==> src/rtl/cordic_phase_nco.sv <==
// Phase accumulator and quadrant folder feeding the 16-stage CORDIC rotator.
// Produces a Q16.16 radian angle in [-pi/2, pi/2] plus a quadrant-flip flag.
// The flag and the sample valid are also delivered through a delay line that
// is matched to the rotator latency.
module cordic_phase_nco #(
  parameter int unsigned PHASE_W    = 32,
  parameter int unsigned CORDIC_LAT = 32,
  parameter int unsigned TWO_PI_Q16 = 411775
) (
  input  logic                      i_clk,
  input  logic                      i_reset,
  input  logic                      i_ce,
  input  logic [PHASE_W-1:0]        i_freq,
  input  logic                      i_load,
  input  logic [PHASE_W-1:0]        i_phase,
  output logic signed [31:0]        o_theta,
  output logic                      o_valid,
  output logic                      o_flip,
  output logic                      o_flip_dly,
  output logic                      o_valid_dly
);

  localparam logic [15:0]        HALF_TURN  = 16'h8000;
  localparam logic signed [47:0] TWO_PI_48  = 48'(TWO_PI_Q16);

  logic [PHASE_W-1:0] acc;

  // Only the top 16 phase bits reach the angle conversion, so the pipeline
  // carries just those; subtracting pi only touches the MSB, so the fold is
  // exact on the truncated value.
  logic [15:0]        p1;
  logic               v1;
  logic [15:0]        p2;
  logic               flip2;
  logic               v2;

  logic [1:0]         fold_q;
  logic               fold_flip;
  logic [15:0]        fold_p;
  logic signed [47:0] t_ext;
  logic signed [47:0] prod;
  logic signed [31:0] theta_next;

  logic [1:0]         dly [CORDIC_LAT];

  // Accumulator update and stage-1 phase capture; load beats sample enable.
  always_ff @(posedge i_clk or posedge i_reset) begin
    if (i_reset) begin
      acc <= '0;
      p1  <= '0;
      v1  <= 1'b0;
    end else begin
      v1 <= i_ce;
      if (i_load) begin
        if (i_ce) begin
          p1  <= i_phase[PHASE_W-1:PHASE_W-16];
          acc <= i_phase + i_freq;
        end else begin
          acc <= i_phase;
        end
      end else if (i_ce) begin
        p1  <= acc[PHASE_W-1:PHASE_W-16];
        acc <= acc + i_freq;
      end
    end
  end

  // Fold quadrants 01/10 onto the right half-plane by subtracting pi.
  always_comb begin
    fold_q    = p1[15:14];
    fold_flip = fold_q[1] ^ fold_q[0];
    fold_p    = fold_flip ? (p1 - HALF_TURN) : p1;
  end

  // Stage 2: register the folded phase and its flip flag.
  always_ff @(posedge i_clk or posedge i_reset) begin
    if (i_reset) begin
      p2    <= '0;
      flip2 <= 1'b0;
      v2    <= 1'b0;
    end else begin
      p2    <= fold_p;
      flip2 <= fold_flip;
      v2    <= v1;
    end
  end

  // Turns (signed Q0.16) times 2*pi (Q16.16), floored back to Q16.16.
  always_comb begin
    t_ext      = {{32{p2[15]}}, p2};
    prod       = t_ext * TWO_PI_48;
    theta_next = prod[47:16];
  end

  // Stage 3: outputs update only on a valid sample, otherwise hold.
  always_ff @(posedge i_clk or posedge i_reset) begin
    if (i_reset) begin
      o_theta <= '0;
      o_flip  <= 1'b0;
      o_valid <= 1'b0;
    end else begin
      o_valid <= v2;
      if (v2) begin
        o_theta <= theta_next;
        o_flip  <= flip2;
      end
    end
  end

  // Delay line of {valid, flip} matched to the rotator latency.
  always_ff @(posedge i_clk or posedge i_reset) begin
    if (i_reset) begin
      for (int unsigned i = 0; i < CORDIC_LAT; i++) dly[i] <= '0;
    end else begin
      dly[0] <= {o_valid, o_flip};
      for (int unsigned i = 1; i < CORDIC_LAT; i++) dly[i] <= dly[i-1];
    end
  end

  assign o_valid_dly = dly[CORDIC_LAT-1][1];
  assign o_flip_dly  = dly[CORDIC_LAT-1][0];

endmodule

==> config.mk <==
export PLATFORM = sky130hd
export DESIGN_NAME = cordic_phase_nco
export DESIGN_NICKNAME = d
export VERILOG_FILES = /design/src/rtl/cordic_phase_nco.sv
export SDC_FILE = /design/constraint.sdc
export NUM_CORES = 1
export LEC_CHECK = 0
export ABC_CLOCK_PERIOD_IN_PS = 16000
export BUFFER_PORTS_ARGS = -buffer_cell sky130_fd_sc_hd__buf_2
export CORE_MARGIN = 4
export CORE_UTILIZATION = 38
export CTS_CLUSTER_DIAMETER = 30
export DETAILED_ROUTE_END_ITERATION = 12
export PLACE_DENSITY_LB_ADDON = 0.1
export SLEW_MARGIN = 20
export SYNTH_ARGS = -nofsm -noshare
export SYNTH_HDL_FRONTEND = slang
export SYNTH_SLANG_ARGS = --single-unit
==> constraint.sdc <==
create_clock -name i_clk -period 16 [get_ports i_clk]
set_input_delay 3.2 -clock i_clk [delete_from_list [all_inputs] [get_ports i_clk]]
set_output_delay 3.2 -clock i_clk [all_outputs]
set_load 0.02 [all_outputs]
Word-level counts from Yosys, hierarchy flattened
Cells that the tools add are included.
{"block": "classes", "add_sub_neg": 3, "n_mul": 1, "n_mux": 7, "bitwise": 1, "reduce_logical": 1}
{"op": "two-way mux 32 bit", "n": 3}
{"op": "adder 32 bit", "n": 2}
{"op": "two-way mux 16 bit", "n": 4}
{"op": "multiplier 16 x 20 -> 36 bit, second input constant", "n": 1}
{"op": "subtractor 16 bit, second input constant", "n": 1}
{"op": "nonzero test 2 bit", "n": 1}
{"op": "bitwise XOR 1 bit", "n": 1}
{"block": "totals", "regBits": 165, "in_bits": 68, "out_inout_bits": 36, "elab_cells": 54}

Logic depth before layout (Yosys ltp)
{"block": "logic_depth", "ltp_word": 3, "depth_mapped": 23, "mapped_depth_nobuf": 23}

Least setup slack after synthesis
OpenSTA, ideal clock, no wires.
{"block": "synth_timing", "kind": "reg2reg", "startpoint": "register p2[5]", "endpoint": "register o_theta[15]", "setup_ns": 0.125, "arrival_ns": 5.683, "t_required_ns": 15.875, "slack_ns": 10.192, "path_stages_with_launch": 20, "n_path_buf": 0, "period_less_slack_ns": 5.808, "path_cell_list": "dfrtp_1 fa_1 fa_1 fa_1 ha_1 fa_1 inv_1 fa_1 inv_1 ha_1 o21ai_0 o21bai_1 o211ai_1 a211o_1 a31oi_1 a41oi_2 o31ai_1 a21oi_1 xnor2_1 mux2_2"}
{"block": "synth_between", "elab_chain_cells": 1}
{"element": "start, declared", "line": "33", "source": "logic [15:0] p2;"}
{"element": "start signal, assigned", "line": "82", "source": "p2 <= fold_p;"}
{"element": "multiplier 16 x 20 -> 36 bit", "line": "91", "source": "prod = t_ext * TWO_PI_48;"}
{"element": "end signal, assigned", "line": "104", "source": "o_theta <= theta_next;"}
{"element": "end, declared", "line": "16", "source": "output logic signed [31:0] o_theta,"}
Every way passes these cells.
A chain may end at the register's enable or synchronous reset.

Worst setup path after layout
Same ends and word-level chain as after synthesis.

==> results.md <==
- CTS sink count: about 150
- Max incr delay on CP: around 0.63 ns
- CP Depth: 19
- Initial core utilization: approximately two fifths
- Worst slew pin tran: roughly 0.84 ns
- Root Driver: clkbuf_16
- Top cell by count, worst path: fa_1
- Post-Synthesis Cells: 1247
- P&R area growth vs syn: 11.67%
- Synth Area per Inst: 10.63 µm²
- Largest net degree at the start of global routing: 84
- Yosys warns: 0
- Max Clock Skew: roughly 0.011 ns
- Core footprint: around 0.034 mm²
- Crit start category: flop
- Fin Setup TNS: 0 ns
- Number of I/O pins: about 100
- Family with the most delay on the worst path: adder cells
- Met2 GRT Util: between 20% and 30%
- Row Count: between 60 and 70
- Post-cts resize count: 0
- R2R Path Start: p2[5]$_DFF_PP0_
- Drt initial violations: approximately 360
- CTS tree: yes
- GR Util All Layers: 16.12%
- Total CTS buffers: 17
- Synth unique cells: 66
- Max Slew Vio Count: 0
- ANT nets after route: 0
- GP Congestion: a little over 0.8
- Number of flops mapped to enable cells by yosys: 0
- Most common cell after layout, fill and taps aside: ha_1
- CP Capture Type: flop
- Vias in the first global route: 9594
- Dpl cells: between 1500 and 2000
- Via density: about 5
- Fillers: about 3400
- Status: completed
- Setup violation total in the final timing report: 0
- Ys flop type: dfrtp_1
- Slew HR: between 40 and 50%
- DRC errors left: 0
- Hold Vio Cnt, Final: 0
- Bufs on Longest Clock Path: 2
- Layout cells sized above 1: 14.56%
- Post-synthesis cell area: approximately 0.013 mm²
- Post-route insts no fill: 1801
- CP endpoint: o_theta[15]$_DFFE_PP0P_
- Final worst-path cycle share: 39.90%
- DP Wirelength: 24070 µm
- Largest area contributor in the netlist: dfrtp_1
- # H-tree levels: 4
- Post-CTS Setup Bufs: 0
- Die W: 194.8 µm
- Die height: 194.8 µm
- Most area-consuming cells after synthesis: dfrtp_1, ha_1, fa_1
- Wirelength per Cell: roughly 16 µm
- Post-synthesis register bit count: 153
- N_diodes: 0
- Die Area: roughly 0.038 mm²
- Async SR Flop Fraction: 100.0%
- Count of maximum capacitance violations: 0
- Reg2reg end: o_theta[15]$_DFFE_PP0P_
- Hold Buf Count CTS: 0
- CP Max Fanout: 7
- Synthesized Nets: roughly 1600
- GRT busiest layer: met2
- Setup CP Type: flop to flop
- Hold Crit Class: flop to flop
- Initial antenna violation count: 1
- Area after DPL: ~0.014 mm²
- First-pass GRT wire length: 49600 µm
- Max Fclk: roughly 0.16 GHz
- Critical-path top delay cell: fa_1
- Buf+Inv Stages, Crit Path: 2
- Total number of vias: approximately 9000
- Reg2reg setup slack: a little under 10 ns
- Clock latency at the later pin of the worst-skew pair: roughly 0.43 ns
- Fin nets: approximately 1700
- Seq/Total Area, Yosys: 28.89%
- Tmin final: about 6.4 ns
- GR Util met1: a little over a fifth
- Critical path arrival: 6.70 ns
- Final std cell area, no fill: 0.01480 mm²
- Post-synth top area share: 28.89%
- # port buffers: 103
- DRT Pass-1 Iters: 4
- Final WL: just under 30000 µm
- Finished Core Util: roughly 43%
- Crit-path cells: fa_1 -> fa_1 -> fa_1 -> ha_1 -> fa_1 -> inv_1 -> fa_1 -> inv_1 -> ha_1 -> o21ai_0 -> o21bai_1 -> o211ai_1 -> a211o_1 -> a31oi_1 -> a41oi_2 -> o31ai_1 -> a21oi_1 -> xnor2_1 -> mux2_2
- RSZ-0062 raised after global routing: no
- Worst R2R Path Depth: 19
- M3 GR Usage: under 10%
- Required time of the critical path: 16.32 ns
- Remaining global-route overflow: 0
- Most frequent cells in the layout: ha_1, inv_1, dfrtp_1
- Setup crit start: p2[5]$_DFF_PP0_
- CTS clock-pin slew for the worst setup and hold paths: about 0.07 ns
Yosys cell counts, types with 15 or more instances:
library cell	n
nand3_1	15
mux2_2	19
fa_1	86
ha_1	220
xor2_1	20
a21o_1	45
nand2_1	49
clkbuf_1	20
inv_1	181
dfrtp_1	153
mux2i_1	23
mux4_2	18
o21ai_0	23
nor2_1	58
a21oi_1	90
xnor2_1	58
per-layer routing:
metal | wire, µm | part of all wire, % | vias to the layer above
li1 | - | - | 4470
met1 | 13630 | 46 | 4417
met2 | 14460 | 49 | 103
met3 | 910 | 3.1 | 25
met4 | 401 | 1.4 | 2
met5 | 13 | 0.044 | -
area by class of cell:
type	instances	area, µm²	share of cell area (%)
clock buffers	17	425.4	2.875
clock inverters	15	205.2	1.387
inverters	181	684.4	4.625
multi-input cells	874	8543	57.73
flip-flops and latches	153	3830	25.88
well taps	455	569.3	3.847
repair buffers	106	541.8	3.661
logic make-up (layout without fill, tap and decap cells):
family | count (synthesis) | after routing | share of synthesized area (%)
AOI/OAI and AO/OA | 261 | 261 | 13.25
muxes | 61 | 61 | 6.496
adders and majority gates | 306 | 306 | 33.76
xor gates and xnor gates | 78 | 78 | 5.155
buffers and inverters | 220 | 319 | 6.646
and+or+nand+nor | 168 | 168 | 5.806
DFF | 153 | 153 | 28.89
flip-flops by register name, summed over array words and instances, names as in the netlist:
signal	flops
o_valid_dly	1
o_flip_dly	1
o_flip	1
flip2	1
o_theta	20
p2	16
v1	1
p1	16
acc	32
dly	62
v2	1
o_valid	1
worst min path at each step:
stage | cells past startpoint | startpoint | slack (ns) | endpoint
after floorplan | 0 | dly[12]$_DFF_PP0_ | 0.33 | dly[10]$_DFF_PP0_
after global placement | 0 | dly[13]$_DFF_PP0_ | 0.33 | dly[11]$_DFF_PP0_
after detailed placement | 0 | dly[22]$_DFF_PP0_ | 0.33 | dly[20]$_DFF_PP0_
after CTS | 0 | dly[14]$_DFF_PP0_ | 0.34 | dly[12]$_DFF_PP0_
after global routing | 0 | dly[19]$_DFF_PP0_ | 0.35 | dly[17]$_DFF_PP0_
final | 0 | dly[12]$_DFF_PP0_ | 0.34 | dly[10]$_DFF_PP0_
metrics by stage:
stage | worst slack, ns | hold WS [ns]
5_1_grt | 9.215 | 0.3494
3_5_place_dp | 9.488 | 0.3347
2_1_floorplan | 8.679 | 0.3312
6_report | 9.615 | 0.3397
4_1_cts | 9.498 | 0.3437
3_3_place_gp | 9.626 | 0.3319
Power is not shown: default switching activity piles up to over one toggle a cycle in this logic, so the estimate is an artifact.
